**config.mk**
```make
export PLATFORM = sky130hd
export DESIGN_NAME = ext_interleaver
export DESIGN_NICKNAME = d
export VERILOG_FILES = /design/src/rtl/turbo_pkg.sv /design/src/rtl/perm_addr_gen.sv /design/src/rtl/ext_interleaver.sv
export SDC_FILE = /design/constraint.sdc
export NUM_CORES = 1
export LEC_CHECK = 0
export ABC_AREA = 0
export BUFFER_PORTS_ARGS = -buffer_cell sky130_fd_sc_hd__buf_2
export CORE_UTILIZATION = 50
export DETAILED_ROUTE_END_ITERATION = 6
export PLACE_DENSITY = 0.65
export SYNTH_ARGS = -nofsm -noshare
export SYNTH_HDL_FRONTEND = slang
export SYNTH_SLANG_ARGS = --single-unit
```
**constraint.sdc**
```tcl
create_clock -name clk_i -period 3.9 [get_ports clk_i]
set_input_delay 0.195 -clock clk_i [delete_from_list [all_inputs] [get_ports clk_i]]
set_output_delay 0.195 -clock clk_i [all_outputs]
set_load 0.005 [all_outputs]
```
**src/rtl/turbo_pkg.sv**
```systemverilog
// Shared turbo-loop definitions: default widths and block geometry, the
// FILL/DRAIN state encoding and the symmetric saturation used across stages.
package turbo_pkg;

  localparam int DEF_DATA_W   = 10;
  localparam int DEF_EXT_W    = 7;
  localparam int DEF_BLK_LEN  = 7;
  localparam int DEF_STEP     = 3;
  localparam int DEF_INV_STEP = 5;

  typedef enum logic {
    FILL  = 1'b0,
    DRAIN = 1'b1
  } state_t;

  // Clamp to +/-(2^(w-1)-1) so the most-negative code never appears and
  // negation downstream cannot overflow.
  function automatic logic signed [31:0] sat_sym(input logic signed [31:0] x,
                                                 input int w);
    logic signed [31:0] lim;
    lim = (32'sd1 <<< (w - 1)) - 32'sd1;
    if (x > lim)
      return lim;
    else if (x < -lim)
      return -lim;
    else
      return x;
  endfunction

endpackage

```
**src/rtl/perm_addr_gen.sv**
```systemverilog
// Modular read-address accumulator: addr += STEP or INV_STEP, wrapped into
// [0, BLK_LEN) with a single conditional subtract.
module perm_addr_gen #(
  parameter int BLK_LEN  = 7,
  parameter int STEP     = 3,
  parameter int INV_STEP = 5,
  parameter int AW       = 3
) (
  input  logic          clk,
  input  logic          rst,
  input  logic          clear,
  input  logic          advance,
  input  logic          mode,
  output logic [AW-1:0] addr
);

  localparam logic [AW:0] LEN    = (AW + 1)'(BLK_LEN);
  localparam logic [AW:0] STEP_F = (AW + 1)'(STEP);
  localparam logic [AW:0] STEP_R = (AW + 1)'(INV_STEP);

  logic [AW:0]   sum;
  logic [AW-1:0] nxt;

  // Both operands are below BLK_LEN, so one subtract always lands in range.
  always_comb begin
    sum = {1'b0, addr} + (mode ? STEP_R : STEP_F);
    nxt = (sum >= LEN) ? AW'(sum - LEN) : AW'(sum);
  end

  always_ff @(posedge clk) begin
    if (rst || clear)
      addr <= '0;
    else if (advance)
      addr <= nxt;
  end

endmodule

```
**src/rtl/ext_interleaver.sv**
```systemverilog
// Extrinsic stage after the SISO: buffers sat(llr - sys - apr) for one block,
// then replays it in interleaved or de-interleaved order as the next a-priori.
module ext_interleaver #(
  parameter int DATA_W   = turbo_pkg::DEF_DATA_W,
  parameter int EXT_W    = turbo_pkg::DEF_EXT_W,
  parameter int BLK_LEN  = turbo_pkg::DEF_BLK_LEN,
  parameter int STEP     = turbo_pkg::DEF_STEP,
  parameter int INV_STEP = turbo_pkg::DEF_INV_STEP
) (
  input  logic                     clk_i,
  input  logic                     rst_i,
  input  logic                     mode_i,
  input  logic                     in_valid_i,
  output logic                     in_ready_o,
  input  logic signed [DATA_W-1:0] llr_i,
  input  logic signed [EXT_W-1:0]  sys_i,
  input  logic signed [EXT_W-1:0]  apr_i,
  output logic                     out_valid_o,
  input  logic                     out_ready_i,
  output logic signed [EXT_W-1:0]  ext_o,
  output logic                     blk_done_o
);

  import turbo_pkg::*;

  localparam int AW = (BLK_LEN > 1) ? $clog2(BLK_LEN) : 1;
  localparam int DW = DATA_W + 2;
  localparam logic [AW-1:0] LAST = AW'(BLK_LEN - 1);

  state_t                   state;
  logic [AW-1:0]            wr_cnt;
  logic [AW-1:0]            rd_cnt;
  logic [AW-1:0]            rd_addr;
  logic                     mode_q;
  logic                     done_q;
  logic signed [EXT_W-1:0]  mem [BLK_LEN];

  logic signed [DW-1:0]     diff_p0;
  logic signed [EXT_W-1:0]  ext_p0;
  logic                     in_acc;
  logic                     out_acc;
  logic                     last_out;

  // Stage 0: extrinsic value formed combinationally from the SISO outputs
  always_comb begin
    diff_p0 = DW'(llr_i) - DW'(sys_i) - DW'(apr_i);
    ext_p0  = EXT_W'(sat_sym(32'(diff_p0), EXT_W));
  end

  assign in_ready_o  = (state == FILL);
  assign out_valid_o = (state == DRAIN);
  assign in_acc      = in_valid_i & in_ready_o;
  assign out_acc     = out_valid_o & out_ready_i;
  assign last_out    = out_acc && (rd_cnt == LAST);
  assign ext_o       = mem[rd_addr];
  assign blk_done_o  = done_q;

  // Stage 1: block buffer and FILL/DRAIN control
  always_ff @(posedge clk_i) begin
    if (rst_i) begin
      state  <= FILL;
      wr_cnt <= '0;
      rd_cnt <= '0;
      mode_q <= 1'b0;
      done_q <= 1'b0;
      for (int i = 0; i < BLK_LEN; i++)
        mem[i] <= '0;
    end else begin
      done_q <= last_out;
      case (state)
        FILL: begin
          if (in_acc) begin
            mem[wr_cnt] <= ext_p0;
            if (wr_cnt == '0)
              mode_q <= mode_i;
            if (wr_cnt == LAST) begin
              wr_cnt <= '0;
              state  <= DRAIN;
            end else begin
              wr_cnt <= wr_cnt + AW'(1);
            end
          end
        end
        DRAIN: begin
          if (out_acc) begin
            if (rd_cnt == LAST) begin
              rd_cnt <= '0;
              state  <= FILL;
            end else begin
              rd_cnt <= rd_cnt + AW'(1);
            end
          end
        end
        default: state <= FILL;
      endcase
    end
  end

  perm_addr_gen #(
    .BLK_LEN  (BLK_LEN),
    .STEP     (STEP),
    .INV_STEP (INV_STEP),
    .AW       (AW)
  ) u_addr (
    .clk     (clk_i),
    .rst     (rst_i),
    .clear   (last_out),
    .advance (out_acc),
    .mode    (mode_q),
    .addr    (rd_addr)
  );

endmodule

```
======== Yosys cells after proc, flatten, opt, wreduce, memory -nomap -nowiden ========
Memory sizes are Yosys's and may differ from the RTL's. A register that Yosys moved wholly into a read port is not among the register bits.
Index checks and enable logic that the tools add are counted.
word-level totals
  register bits after elaboration ......... 12
  bits in latches ......................... 0
  bits in writable memories ............... 49
  memory bits (read-only) ................. 0
  input port bits ......................... 29
  logic and storage cells ................. 50
  memories ................................ 1
memory list
  memory  words  bits a word  read ports  clocked after memory_dff  write ports  line                   RTL
  mem     7      7            1           1                         7            ext_interleaver.sv:36  logic signed [EXT_W-1:0] mem [BLK_LEN];
cells by class
  add/subtract/negate cells ............... 6
  multiply operators ...................... 0
  div/mod/pow operators ................... 0
  $lt $le $gt $ge ......................... 3
  equal/unequal tests ..................... 2
  shifts and indexed selects .............. 0
  muxes and demuxes ....................... 22
  bitwise gates (word level) .............. 3
  reduce and logical (&&, ||, !) cells .... 7
operator list
  kind                   number
  $mux W3                7
  $mux W7                3
  $gt A12 B7 Y1 const B  1
  $lt A12 B7 Y1 const B  1
  $sub A11 B7 Y12        1
  $mux W1                11
  $sub A10 B7 Y11        1
  $reduce_or A7 Y1       1
  $add A3 B1 Y3 const B  2
  $eq A3 B3 Y1 const B   2
  $add A3 B3 Y4          1
  $ge A4 B3 Y1 const B   1
  $reduce_and A2 Y1      2
  $logic_not A3 Y1       1
  $reduce_and A3 Y1      1
  $sub A3 B3 Y3 const B  1
  $and A1 B1 Y1          2
  $pmux W1 S2            1
  $logic_and A1 B1 Y1    1
  $logic_or A1 B1 Y1     1
  $not A1 Y1             1

======== Longest topological paths before layout ========
  word-level depth ........................ 8
  gate-level depth with buffers ........... 12
  depth with buffers taken out ............ 12

======== By module ========
Synthesis repeated with hierarchy kept, for this count alone.
unflattened totals
  cells, all modules ...................... 377
  area total of the unflattened synthesis .. 4113.9 um2
modules (own cells, without submodules)
  module           instances  cells each  area each (um2)
  ext_interleaver  1          345         3854.9
  perm_addr_gen    1          32          259.0

======== Worst setup path before layout ========
Ideal clock, no wire load.
  path kind ............................... input port to flip-flop
  start point ............................. input port sys_i[6]
  end point ............................... memory mem[5][0] (netlist name), data pin
  setup time .............................. 0.273 ns
  data arrival time ....................... 3.189 ns
  required time ........................... 3.627 ns
  slack ................................... 0.437 ns
  stages .................................. 11
  buffers on the path ..................... 0
  cell sequence ........................... inv_1 fa_1 ha_1 and3_1 nor2b_4 a221o_1 nand3b_1 a2111o_1 or4b_4 a21boi_4 nor3_1
RTL lines
  what         line                   RTL
  from (decl)  ext_interleaver.sv:16  input logic signed [EXT_W-1:0] sys_i,
  to (decl)    ext_interleaver.sv:36

==> run_summary.xml <==
<?xml version="1.0" encoding="UTF-8"?>
<metrics>
  <group name="outcome">
    <metric name="run_status" unit="">completed</metric>
  </group>
  <group name="clock_network">
    <metric name="post_cts_resized" unit="">0</metric>
    <metric name="cts.repair_timing.setup_buffer_count" unit="">0</metric>
    <metric name="clk_transition_reported_paths" unit="ns">0.08</metric>
    <metric name="cts.root.buffer_cell" unit="">sky130_fd_sc_hd__clkbuf_8</metric>
    <metric name="clock_insertion_delay_worst_skew" unit="ns">0.35</metric>
    <metric name="clock_sinks" unit="">71</metric>
    <metric name="cts.htree.levels" unit="">3</metric>
    <metric name="cts_made_buffers" unit="">9</metric>
    <metric name="cts-hold-fix-buffers" unit="">0</metric>
    <metric name="cts_buffer_depth" unit="">2</metric>
    <metric name="tritoncts" unit="">yes</metric>
  </group>
  <group name="global_route">
    <metric name="pin_count_of_the_biggest_net_entering_global_routing" unit="">26</metric>
    <metric name="antenna_found_initial" unit="">0</metric>
    <metric name="groute.usage.overall" unit="">0.220</metric>
    <metric name="grt_pass1_wl" unit="µm">13800</metric>
    <metric name="globalRouteOverflowTotal" unit="">0</metric>
    <metric name="grt_pass1_vias" unit="">2730</metric>
  </group>
  <group name="yosys">
    <metric name="count_of_mapped_cells_out_of_synthesis" unit="">359</metric>
    <metric name="synth.top_cells.by_area" unit="">sky130_fd_sc_hd__edfxtp_1 (36%), sky130_fd_sc_hd__dfxtp_1 (11%), sky130_fd_sc_hd__mux4_2 (7.8%)</metric>
    <metric name="synthArstFlopShare" unit="">0</metric>
    <metric name="synth_top_cell_area_share" unit="">0.364</metric>
    <metric name="synth_enable_flop_cells" unit="">49</metric>
    <metric name="synth-seq-area-share" unit="">0.473</metric>
    <metric name="synth_nets" unit="">415</metric>
    <metric name="synthDominantAreaCellType" unit="">sky130_fd_sc_hd__edfxtp_1</metric>
    <metric name="post_synth_instance_area" unit="mm²">0.00404</metric>
    <metric name="yosys_register_bits" unit="">71</metric>
    <metric name="synth_warnings" unit="">0</metric>
    <metric name="synth-main-ff-cell" unit="">sky130_fd_sc_hd__edfxtp_1</metric>
    <metric name="synth.lib_cells_used.distinct" unit="">54</metric>
    <metric name="post_synth.cell_area_avg" unit="µm²">11.3</metric>
  </group>
  <group name="worst_setup_path">
    <metric name="worstSetupStartpointType" unit="">primary input</metric>
    <metric name="critPathRequiredTime" unit="ns">3.98</metric>
    <metric name="critical_path.max_stage_delay" unit="ns">0.51</metric>
    <metric name="timing_worst_setup_path_type" unit="">primary input to flop</metric>
    <metric name="crit_chain" unit="">buf_2, inv_1, fa_1, ha_1, and3_1, nor2b_4, a221o_1, nand3b_1, a2111o_1, or4b_4, a21boi_4, nor3_1</metric>
    <metric name="timing.critical_path.to_type" unit="">flop</metric>
    <metric name="timing.critical_path.arrival" unit="ns">3.48</metric>
    <metric name="worst-path-max-fanout" unit="">7</metric>
    <metric name="timing.critical_path.slowest_stage_cell" unit="">sky130_fd_sc_hd__or4b_4</metric>
  </group>
  <group name="drt">
    <metric name="ant_nets" unit="">0</metric>
    <metric name="dr_drc_count" unit="">0</metric>
    <metric name="drt_first_iter_violations" unit="">154</metric>
    <metric name="drt_pre_antenna_iters" unit="">4</metric>
    <metric name="overall_via_count_from_detail_route" unit="">2812</metric>
    <metric name="routed_via_density" unit="">5.54</metric>
    <metric name="detailed_route_wire_length_per_cell" unit="µm">16.9</metric>
    <metric name="totalWireLength" unit="µm">8610</metric>
  </group>
  <group name="pwr">
    <metric name="max-vdd-ir-drop" unit="µV">218</metric>
    <metric name="comb_power_share" unit="">0.254</metric>
    <metric name="power_leakage" unit="nW">1.84</metric>
    <metric name="power_switching_share" unit="">0.304</metric>
    <metric name="powerDensity" unit="mW/mm²">448</metric>
    <metric name="power.internal" unit="mW">1.42</metric>
    <metric name="pwr-share-clk" unit="">0.328</metric>
    <metric name="power.sequential.fraction" unit="">0.418</metric>
    <metric name="total_switching_power" unit="mW">0.623</metric>
    <metric name="total_power" unit="mW">2.05</metric>
  </group>
  <group name="timing">
    <metric name="layout_worst_path_cycle_share" unit="">0.871</metric>
    <metric name="finalClockSkew" unit="ns">0.0112</metric>
    <metric name="final.setup.tns" unit="ns">0</metric>
    <metric name="final_max_slew_viol_count" unit="">0</metric>
    <metric name="worst_slew_margin_rel" unit="">0.351</metric>
    <metric name="final-setup-viol-count" unit="">0</metric>
    <metric name="fin_hold_ws" unit="ns">0.0790</metric>
    <metric name="worst_slew_pin_slew" unit="ns">0.972</metric>
    <metric name="unrepaired_setup_endpoints_after_global_routing" unit="">false</metric>
    <metric name="finalWorstPathRequiredPeriod" unit="ns">3.40</metric>
    <metric name="achievable-frequency" unit="GHz">0.294</metric>
    <metric name="final_critical_path_setup_slack" unit="ns">0.502</metric>
    <metric name="hold_violations" unit="">0</metric>
  </group>
  <group name="worst_hold_path">
    <metric name="min-delay-path-class" unit="">primary input to flop</metric>
  </group>
  <group name="place">
    <metric name="dp_hpwl" unit="µm">6270</metric>
    <metric name="port_buffers" unit="">38</metric>
    <metric name="dpl_worst_slack" unit="ns">0.126</metric>
    <metric name="area_post_placement" unit="mm²">0.00434</metric>
    <metric name="placed_cells" unit="">492</metric>
    <metric name="gp_routability_congestion" unit="">0.786</metric>
  </group>
  <group name="cells_and_area">
    <metric name="layout.cells.non_filler" unit="">508</metric>
    <metric name="synthToLayoutAreaGrowth" unit="%">13.1</metric>
    <metric name="fin_util" unit="">0.588</metric>
    <metric name="post_route_cells_drive_above_1_share" unit="">0.224</metric>
    <metric name="antenna_cells_inserted" unit="">0</metric>
    <metric name="post_route_cell_area" unit="mm²">0.00457</metric>
    <metric name="most-common-layout-cells" unit="">sky130_fd_sc_hd__nor2_1 (60), sky130_fd_sc_hd__edfxtp_1 (49), sky130_fd_sc_hd__buf_2 (38), sky130_fd_sc_hd__inv_1 (29), sky130_fd_sc_hd__dfxtp_1 (22)</metric>
    <metric name="mostFrequentLayoutCell" unit="">sky130_fd_sc_hd__nor2_1</metric>
    <metric name="nNetsFinal" unit="">457</metric>
  </group>
  <group name="floorplan">
    <metric name="dieWidth" unit="µm">91.9</metric>
    <metric name="ioPinCount" unit="">39</metric>
    <metric name="die_height" unit="µm">91.9</metric>
    <metric name="rows" unit="">32</metric>
    <metric name="core-area" unit="mm²">0.00777</metric>
    <metric name="initial_core_util" unit="">0.520</metric>
    <metric name="die_outline_area" unit="mm²">0.00844</metric>
  </group>
  <group name="job">
    <metric name="maxcap_viol_count" unit="">0</metric>
  </group>
</metrics>
## metal layers
metal	routed length, µm	part of all wire	GRT usage	up-vias
met1	3790	0.44	0.280	1359
met4	99	0.012	0.0859	0
met5	0	0	0	-
met3	412	0.048	0.0340	5
met2	4310	0.50	0.376	84
li1	-	-	-	1364
## layout make-up
cell class	instances	area [µm²]
clock buffer	10	138
inverter	29	109
tap	102	128
timing repair buffer	41	213
sequential	71	1910
multi-input combinational	249	1980
clock inverter	6	91.3
fill	699	3200
## critical path, delay by kind of cell
family | cells | cell delay [ns]
simple gates | 5 | 1.12
compound gates | 3 | 1.05
fa+ha+maj | 2 | 0.83
buf+inv | 2 | 0.27
## sequential cells by signal (all words and copies together), names as in the netlist, named ones only
name	flops
rd_cnt	3
blk_done_o	1
mem	56
out_valid_o	1
wr_cnt	3
mode_q	1
u_addr.addr	3
## final timing paths
check | startpoint | end | slack (ns) | depth (start not counted)
max reg2reg | out_valid_o | mem[4][5] | 1.40 | 5
min reg2reg | mem[6][6] | mem[6][6] | 0.47 | 2
max | sys_i[6] | mem[7][0] | 0.50 | 12
min | mode_i | mode_q | 0.08 | 3
## logic make-up (layout without fill, tap and decap cells)
kind of cell,after synthesis,count (layout),synth area share
compound gates,56,56,0.103
xor+xnor,10,10,0.0217
fa+ha+maj,27,27,0.104
buf+inv,39,86,0.0366
flops,71,71,0.473
mux,23,23,0.103
simple gates,133,133,0.159
## power groups by stage
stage / logic [mW] / registers [mW] / clock network [mW]
2_1_floorplan: 0.379 / 0.865 / 0
3_3_place_gp: 0.510 / 0.871 / 0
3_5_place_dp: 0.518 / 0.873 / 0
4_1_cts: 0.520 / 0.856 / 0.676
5_1_grt: 0.577 / 0.859 / 0.704
6_report: 0.520 / 0.855 / 0.672
## cell usage after synthesis, types with 2 or more instances
master,count
sky130_fd_sc_hd__o21ai_0,12
sky130_fd_sc_hd__nor2b_1,5
sky130_fd_sc_hd__clkbuf_1,7
sky130_fd_sc_hd__nand3_1,10
sky130_fd_sc_hd__fa_1,11
sky130_fd_sc_hd__nand2_1,19
sky130_fd_sc_hd__xor2_1,6
sky130_fd_sc_hd__mux2i_1,2
sky130_fd_sc_hd__o211ai_1,3
sky130_fd_sc_hd__mux4_2,14
sky130_fd_sc_hd__mux2_2,7
sky130_fd_sc_hd__nor3b_1,3
sky130_fd_sc_hd__dfxtp_1,22
sky130_fd_sc_hd__nand2b_1,11
sky130_fd_sc_hd__or3_1,2
sky130_fd_sc_hd__ha_1,16
sky130_fd_sc_hd__xnor2_1,4
sky130_fd_sc_hd__nor3_1,7
sky130_fd_sc_hd__a21oi_2,2
sky130_fd_sc_hd__nor2_1,60
sky130_fd_sc_hd__a21o_1,4
sky130_fd_sc_hd__a211oi_1,2
sky130_fd_sc_hd__nand3b_1,6
sky130_fd_sc_hd__a21oi_1,12
sky130_fd_sc_hd__o21ai_1,3
sky130_fd_sc_hd__and2_1,2
sky130_fd_sc_hd__inv_1,29
sky130_fd_sc_hd__a31oi_1,2
sky130_fd_sc_hd__buf_1,2
sky130_fd_sc_hd__edfxtp_1,49
sky130_fd_sc_hd__and3_1,2
No activity file was read; power rests on OpenSTA's default activity.
